File: src/rtl/switch_pkg.sv
// Shared network-word layout helpers for the switch lane stages.
// Word layout: {valid[MSB], port[PW-1:0], data[DATA_WIDTH-1:0]}.
package switch_pkg;

   // Port tag width for a given number of switch ports (at least one bit).
   function automatic int unsigned port_w(input int unsigned port_nub);
      return (port_nub > 1) ? $clog2(port_nub) : 1;
   endfunction

   // Total network word width.
   function automatic int unsigned word_w(input int unsigned port_nub, input int unsigned data_w);
      return port_w(port_nub) + 1 + data_w;
   endfunction

   // Bit position of the valid flag.
   function automatic int unsigned valid_bit(input int unsigned port_nub, input int unsigned data_w);
      return port_w(port_nub) + data_w;
   endfunction

   // Lowest bit of the port tag.
   function automatic int unsigned port_lsb(input int unsigned data_w);
      return data_w;
   endfunction

   localparam int unsigned DATA_LSB = 0;

endpackage

File: src/rtl/switch_egress_fifo.sv
// Synchronous first-word-fall-through FIFO with occupancy level.
// Caller guarantees no push when full without a pop, and no pop when empty.
module switch_egress_fifo #(
   parameter int unsigned DATA_WIDTH = 128,
   parameter int unsigned FIFO_DEPTH = 8
) (
   input  logic                            clk,
   input  logic                            rst,
   input  logic                            push,
   input  logic                            pop,
   input  logic [DATA_WIDTH-1:0]           wr_data,
   output logic                            rd_valid,
   output logic [DATA_WIDTH-1:0]           rd_data,
   output logic [$clog2(FIFO_DEPTH):0]     level,
   output logic [$clog2(FIFO_DEPTH):0]     level_nxt_c
);

   localparam int unsigned AW = $clog2(FIFO_DEPTH);
   localparam int unsigned LW = AW + 1;

   logic [DATA_WIDTH-1:0] mem [FIFO_DEPTH];
   logic [AW-1:0]         wr_ptr;
   logic [AW-1:0]         rd_ptr;

   // Next occupancy: simultaneous push and pop cancel.
   always_comb begin
      level_nxt_c = level;
      if (push && !pop)
         level_nxt_c = level + LW'(1);
      else if (pop && !push)
         level_nxt_c = level - LW'(1);
   end

   // Pointer and level registers; pointers wrap modulo depth.
   always_ff @(posedge clk) begin
      if (rst) begin
         wr_ptr <= '0;
         rd_ptr <= '0;
         level  <= '0;
      end else begin
         if (push)
            wr_ptr <= wr_ptr + AW'(1);
         if (pop)
            rd_ptr <= rd_ptr + AW'(1);
         level <= level_nxt_c;
      end
   end

   // Storage write; contents are not cleared by reset.
   always_ff @(posedge clk) begin
      if (push)
         mem[wr_ptr] <= wr_data;
   end

   assign rd_valid = (level != '0);
   assign rd_data  = rd_valid ? mem[rd_ptr] : '0;

endmodule

File: src/rtl/switch_egress_port.sv
// Egress end of a sorting-network lane: filters words for PORT_ID into a FWFT FIFO,
// drives a valid/ready stream, almost_full backpressure and drop/misroute counters.
// Optional macro SWITCH_EGRESS_MISROUTE_EN enables the saturating misroute counter;
// without it misroute_cnt is tied to zero.
module switch_egress_port
   import switch_pkg::*;
#(
   parameter int unsigned DATA_WIDTH = 128,
   parameter int unsigned PORT_NUB   = 16,
   parameter int unsigned PORT_ID    = 0,
   parameter int unsigned FIFO_DEPTH = 8,
   parameter int unsigned CNT_WIDTH  = 16
) (
   input  logic                                      clk,
   input  logic                                      rst,
   input  logic [word_w(PORT_NUB, DATA_WIDTH)-1:0]   lane_in,
   output logic                                      almost_full,
   output logic                                      m_valid,
   input  logic                                      m_ready,
   output logic [DATA_WIDTH-1:0]                     m_data,
   output logic [$clog2(FIFO_DEPTH):0]               fifo_level,
   output logic [CNT_WIDTH-1:0]                      drop_cnt,
   output logic [CNT_WIDTH-1:0]                      misroute_cnt
);

   localparam int unsigned PW        = port_w(PORT_NUB);
   localparam int unsigned VALID_BIT = valid_bit(PORT_NUB, DATA_WIDTH);
   localparam int unsigned PORT_LSB  = port_lsb(DATA_WIDTH);
   localparam int unsigned LW        = $clog2(FIFO_DEPTH) + 1;

   logic                  lane_valid_c;
   logic [PW-1:0]         lane_port_c;
   logic [DATA_WIDTH-1:0] lane_data_c;
   logic                  hit_c;
   logic                  pop_c;
   logic                  push_c;
   logic                  drop_c;
   logic [LW-1:0]         level_nxt_c;

   // Field decode and classification of the incoming network word.
   always_comb begin
      lane_valid_c = lane_in[VALID_BIT];
      lane_port_c  = lane_in[PORT_LSB +: PW];
      lane_data_c  = lane_in[DATA_LSB +: DATA_WIDTH];
      hit_c        = lane_valid_c && (lane_port_c == PW'(PORT_ID));
      pop_c        = m_valid && m_ready;
      push_c       = hit_c && ((fifo_level < LW'(FIFO_DEPTH)) || pop_c);
      drop_c       = hit_c && !push_c;
   end

   switch_egress_fifo #(
      .DATA_WIDTH (DATA_WIDTH),
      .FIFO_DEPTH (FIFO_DEPTH)
   ) u_fifo (
      .clk         (clk),
      .rst         (rst),
      .push        (push_c),
      .pop         (pop_c),
      .wr_data     (lane_data_c),
      .rd_valid    (m_valid),
      .rd_data     (m_data),
      .level       (fifo_level),
      .level_nxt_c (level_nxt_c)
   );

   // Backpressure from next occupancy; two slots of margin for the network register stage.
   always_ff @(posedge clk) begin
      if (rst)
         almost_full <= 1'b0;
      else
         almost_full <= (level_nxt_c >= LW'(FIFO_DEPTH - 2));
   end

   // Saturating count of hits lost to a full FIFO.
   always_ff @(posedge clk) begin
      if (rst)
         drop_cnt <= '0;
      else if (drop_c && (drop_cnt != '1))
         drop_cnt <= drop_cnt + CNT_WIDTH'(1);
   end

`ifdef SWITCH_EGRESS_MISROUTE_EN
   logic misroute_c;
   assign misroute_c = lane_valid_c && (lane_port_c != PW'(PORT_ID));

   // Saturating count of valid words tagged for another port.
   always_ff @(posedge clk) begin
      if (rst)
         misroute_cnt <= '0;
      else if (misroute_c && (misroute_cnt != '1))
         misroute_cnt <= misroute_cnt + CNT_WIDTH'(1);
   end
`else
   assign misroute_cnt = '0;
`endif

endmodule

File: config.mk
export PLATFORM = sky130hd
export DESIGN_NAME = switch_egress_port
export DESIGN_NICKNAME = d
export VERILOG_FILES = /design/src/rtl/switch_pkg.sv /design/src/rtl/switch_egress_fifo.sv /design/src/rtl/switch_egress_port.sv
export SDC_FILE = /design/constraint.sdc
export NUM_CORES = 1
export LEC_CHECK = 0
export BUFFER_PORTS_ARGS = -buffer_cell sky130_fd_sc_hd__buf_2
export CORE_MARGIN = 5
export CORE_UTILIZATION = 35
export CTS_CLUSTER_SIZE = 40
export DETAILED_ROUTE_END_ITERATION = 6
export SLEW_MARGIN = 20
export SYNTH_ARGS = -nofsm -noshare
export SYNTH_HDL_FRONTEND = slang
export SYNTH_SLANG_ARGS = --single-unit
File: constraint.sdc
create_clock -name clk -period 29.3 [get_ports clk]
set_input_delay 0 -clock clk [delete_from_list [all_inputs] [get_ports clk]]
set_output_delay 0 -clock clk [all_outputs]
set_load 0.02 [all_outputs]
## Word level (Yosys, flattened, before mapping)

Memories as Yosys holds them, arrays and structs flattened. A register that Yosys moved wholly into a read port is not among the register bits.
Index checks and enable logic that the tools add are counted.

| operators by class | value |
|---|---|
| $add $sub $neg | 5 |
| order comparisons | 2 |
| eq/ne operators | 1 |
| muxes and demuxes | 7 |
| reductions and logical operators | 12 |

Operators by type and width:

| kind | count |
|---|---|
| 128-bit 2-to-1 mux | 1 |
| 16-bit by 1-bit adder with 16-bit output, second input constant | 1 |
| 16-bit != test, second input constant | 1 |
| 4-bit 2-to-1 mux | 2 |
| 1-bit logical AND | 7 |
| 3-bit by 1-bit adder with 3-bit output, second input constant | 2 |
| 3-bit 2-to-1 mux | 2 |
| 4-bit by 1-bit adder with 4-bit output, second input constant | 1 |
| 4-bit by 3-bit >= comparator with 1-bit output, second input constant | 1 |
| 4-bit zero test | 1 |
| 4-bit less-than comparator, second input constant | 1 |
| 4-bit nonzero test | 1 |
| 4-bit by 1-bit subtractor with 4-bit output, second input constant | 1 |
| 1-bit zero test | 2 |
| 1-bit 2-to-1 mux | 2 |
| 1-bit logical OR | 1 |

| word-level totals | value |
|---|---|
| bits in registers | 27 |
| memory bits (writable) | 1,024 |
| memories | 1 |

Memories:

| memory | depth | width | rd ports | clocked after Yosys merged registers in | wr ports | RTL line | RTL |
|---|---|---|---|---|---|---|---|
| u_fifo.mem | 8 | 128 | 1 | 1 | 1 | switch_egress_fifo.sv:21 | `logic [DATA_WIDTH-1:0] mem [FIFO_DEPTH];` |

## Longest topological paths before layout

| depth | value |
|---|---|
| depth after elaboration | 9 |
| gate-level depth with buffers | 9 |
| gate-level depth less buffers | 8 |

## By module

A second synthesis with hierarchy kept.

| unflattened totals | value |
|---|---|
| cells, all modules | 1,684 |
| area total of the unflattened synthesis | 40,025.9 µm² |

By module, submodules not included:

| module | instances | cells an instance | area each (µm²) | seq. area each (µm²) |
|---|---|---|---|---|
| switch_egress_fifo | 1 | 1,568 | 39,003.7 | 31,009.7 |
| switch_egress_port | 1 | 116 | 1,022.2 | 340.3 |

## Worst setup path after synthesis

Ideal clock, no wire load.

| timing path | value |
|---|---|
| kind | register -> register |
| start point | register u_fifo.level[3] |
| end point | memory u_fifo.mem[1][0] (enable) |
| library setup time | 0.772 ns |
| arrival time | 9.572 ns |
| data required time | 28.528 ns |
| setup slack | 18.957 ns |
| cell stages (with the launch flop) | 5 |
| buffers on the path | 0 |
| cells stage by stage | dfxtp_1 and2b_2 nor2_1 nand2_1 nor3_1 |

| on the way | value |
|---|---|
| word-level cells in the longest chain between the ends | 6 |
| elaborated cells on any way between the ends | 7 |

RTL lines:

| element | RTL line | RTL |
|---|---|---|
| start, declared | switch_egress_fifo.sv:14 | `output logic [$clog2(FIFO_DEPTH):0] level,` |
| start signal, assigned | switch_egress_fifo.sv:45 | `level <= level_nxt_c;` |
| parallel branches: the longest is 2 deep, another holds 4-bit less-than comparator | n/a |  |
| 1-bit logical OR * | switch_egress_port.sv:47 | `push_c = hit_c && ((fifo_level < LW'(FIFO_DEPTH)) \|\| pop_c);` |
| 1-bit logical AND * | switch_egress_port.sv:47 |  |
| 1-bit 2-to-1 mux * | switch_egress_fifo.sv:51 | `if (push)` |
| 1-bit 2-to-1 mux (not written as such) * | switch_egress_fifo.sv:52 | `mem[wr_ptr] <= wr_data;` |
| end, declared | switch_egress_fifo.sv:21 |  |

Mark *: on every way between the ends.

==> key figures <==
Setup path
  – Startpoint Class: flip-flop
  – CP Data Required Time: 29.30 ns
  – FF-to-FF setup slack: 25.88 ns
  – Largest stage delay on the critical path: 1.00 ns
  – Crit path max fanout: 70
  – CP Class: reg -> out
  – Worst-path cell chain: buf_4 -> buf_4 -> mux4_2 -> mux2i_1 -> nor2_1 -> buf_2
  – CP arrival: 4.58 ns
  – Slowest stage cell, crit path: dfxtp_4
  – CP dominant cell by count: buf_4
  – Element type at the critical path end: output port

Yosys
  – Post-Synth XOR/XNOR Area: 0.368%
  – Post-synth EDFFs: 1,024
  – Largest family of logic cells by synthesized area: multiplexers
  – Sequential area share after synthesis: 77.5%
  – Top_reg_cell synth: edfxtp_1
  – Synth Area in Compound Gates: 0.523%
  – Post-synthesis adder-cell area fraction: 0.155%
  – Top cell type's share of synthesized area: 76.0%
  – Synthesized cell area: 40,400 um^2
  – Unique cell type count in the Yosys netlist: 47
  – Post-synthesis mux area share: 17.5%
  – Synth warnings: 0
  – Simple-Gate Fraction of Synth Area: 2.52%
  – Syn avg cell area: 22.2 um^2
  – Synth Register Bits: 1,054
  – Synth area leader: edfxtp_1
  – Leading cell types by total area after synthesis: edfxtp_1 (76%), mux4_2 (14%), mux2i_1 (3.3%)
  – Post-synthesis async set-or-reset flop share: 0%
  – Mapped Cells: 1,825

Routing
  – Routed WL: 89,400 um
  – Drt via density: 4.97
  – Post-route ant nets: 0
  – Iter 0 DRT Violations: 1,226
  – DR vias: 19,400
  – Routed length per instance: 22.9 um
  – # DRC: 0
  – Pre-antenna DRT Iters: 5

Timing
  – Final setup vio count: 0
  – Hold Worst Slack: 0.116 ns
  – Worst Tran Pin Value: 1.06 ns
  – Setup TNS: 0 ns
  – Worst Skew: 0.0217 ns
  – Setup ws final: 24.72 ns
  – F_max: 218 MHz
  – Final Hold Violating Endpoints: 0
  – Period utilization: 15.6%
  – RSZ-0062 raised after global routing: false
  – Worst relative slew slack: 29.3%
  – Final min period: 4.58 ns
  – Slew Limit Fails: 0

Worst hold path
  – Worst hold path class: in -> reg

Clocking
  – Num Clock Sinks: 1,054
  – CTS tree: yes
  – Reg clk slew, reported paths: 0.06 ns
  – Post-CTS setup buffer count: 0
  – Worst-Skew Late Latency: 0.67 ns
  – H-tree level count: 3
  – Clock buffer depth: 3
  – Cts bufs inserted: 107
  – Root Driver: clkbuf_16

Cells and area
  – Final instance area: 48,400 um^2
  – Nets: 2,443
  – Register area: 31,400 um^2
  – Commonest non-fill, non-tap cells in the layout: edfxtp_1 (1,024), buf_2 (285), mux4_2 (256)
  – Fillers: 9,979
  – Most common cell after layout, fill and taps aside: edfxtp_1
  – Non-Filler Instances: 3,903
  – Syn-to-layout area delta: 19.6%
  – Final Util: 42.3%
  – Multi-input combinational cell area: 8650 um^2
  – Layout cell share with drive strength beyond 1: 31.7%

Run
  – Maxcap violations: 0

Placement
  – Port bufs: 285
  – Detail Placement HPWL: 49,700 um
  – Place WS: 25.34 ns
  – Gp weighted congestion: 0.703
  – Area after DPL: 43,600 um^2
  – DP Cell Count: 3,566

Die
  – Die ar.: 122,000 um^2
  – I/O Pins: 302
  – Chip width: 350 um
  – Die height: 350 um
  – Site Rows: 124
  – Starting Density: 35.3%
  – Core area: 115,000 um^2

GRT
  – First-pass GRT wire length: 134,000 um
  – Largest net degree at the start of global routing: 102
  – Gr ovfl total: 0
  – Vias in the first global route: 21,200
  – Gr usage total: 14.5%
  – Antenna violations before repair: 8

Pwr
  – Pwr Total: 3.99 mW
  – VDD IR max: 0.0705 mV
  – Power density over the cells: 82.6 nW/um^2
  – P_leak: 15.3 nW

Status
  – Status: complete, no violations
timing repair:
item,4_1_cts,5_1_grt
hold buffers,139,0
endpoints found under the hold margin,1054,0
resized for setup,0,0
per-layer routing:
layer | share of wire (%) | up-vias | track usage [%]
li1 | - | 8488 | -
met1 | 41 | 10400 | 18.3
met2 | 53 | 438 | 26.0
met3 | 4.6 | 98 | 2.78
met4 | 1.7 | 2 | 3.72
met5 | 0.015 | - | 0
path summary, 6_finish.rpt:
kind	startpoint	to	cells after the start
worst max-delay path	flip-flop	m_data[35]	6
worst min-delay path	lane_in[131]	u_fifo.mem[6][6]	4
worst max register to register	u_fifo.level[3]	u_fifo.mem[4][67]	5
worst min register to register	u_fifo.rd_ptr[1]	flip-flop	2
cell usage after synthesis (all sizes together) (7+ instances only):
master / count
nand2: 17
edfxtp: 1024
nor3: 7
mux4: 256
dfxtp: 30
xnor2: 14
clkbuf: 27
inv: 7
nand3: 12
a21oi: 8
nor2: 157
mux2i: 132
buf: 81
nand2b: 8
logic make-up after synthesis:
logic type | count (synthesis)
xor gates and xnor gates | 17
AOI/OAI and AO/OA | 25
other | 1
DFF | 1054
and+or+nand+nor | 220
buffers and inverters | 115
adders and majority gates | 5
muxes | 388
power by group:
part / leakage (nW) / switching [mW] / total (mW) / internal (mW)
logic: 4.24 / 0.616 / 1.02 / 0.400
registers: 9.45 / 0.0287 / 1.69 / 1.66
clock network: 1.61 / 0.548 / 1.29 / 0.741
worst max-delay path, delay by kind of cell, from the launching register on:
family        cells  cell delay (ns)
buf+inv           3             2.07
flops             1             1.00
mux               2             0.45
simple gates      1             0.24
area by class of cell:
cell class	count	area share (%)
Sequential cell	1054	64.8
Clock buffer	132	5.81
Tap cell	1512	3.91
Inverter	7	0.0543
Clock inverter	58	1.05
Multi-Input combinational cell	671	17.9
Antenna cell	8	0.0414
Timing Repair Buffer	461	6.43
registers in the layout, indices dropped and copies added, names as in the netlist, named ones only:
| name | cells |
|---|---|
| u_fifo.wr_ptr | 3 |
| drop_cnt | 16 |
| u_fifo.level | 4 |
| u_fifo.mem | 1024 |
| u_fifo.rd_ptr | 3 |
| almost_full | 1 |
Power figures use the tool's default switching activity.
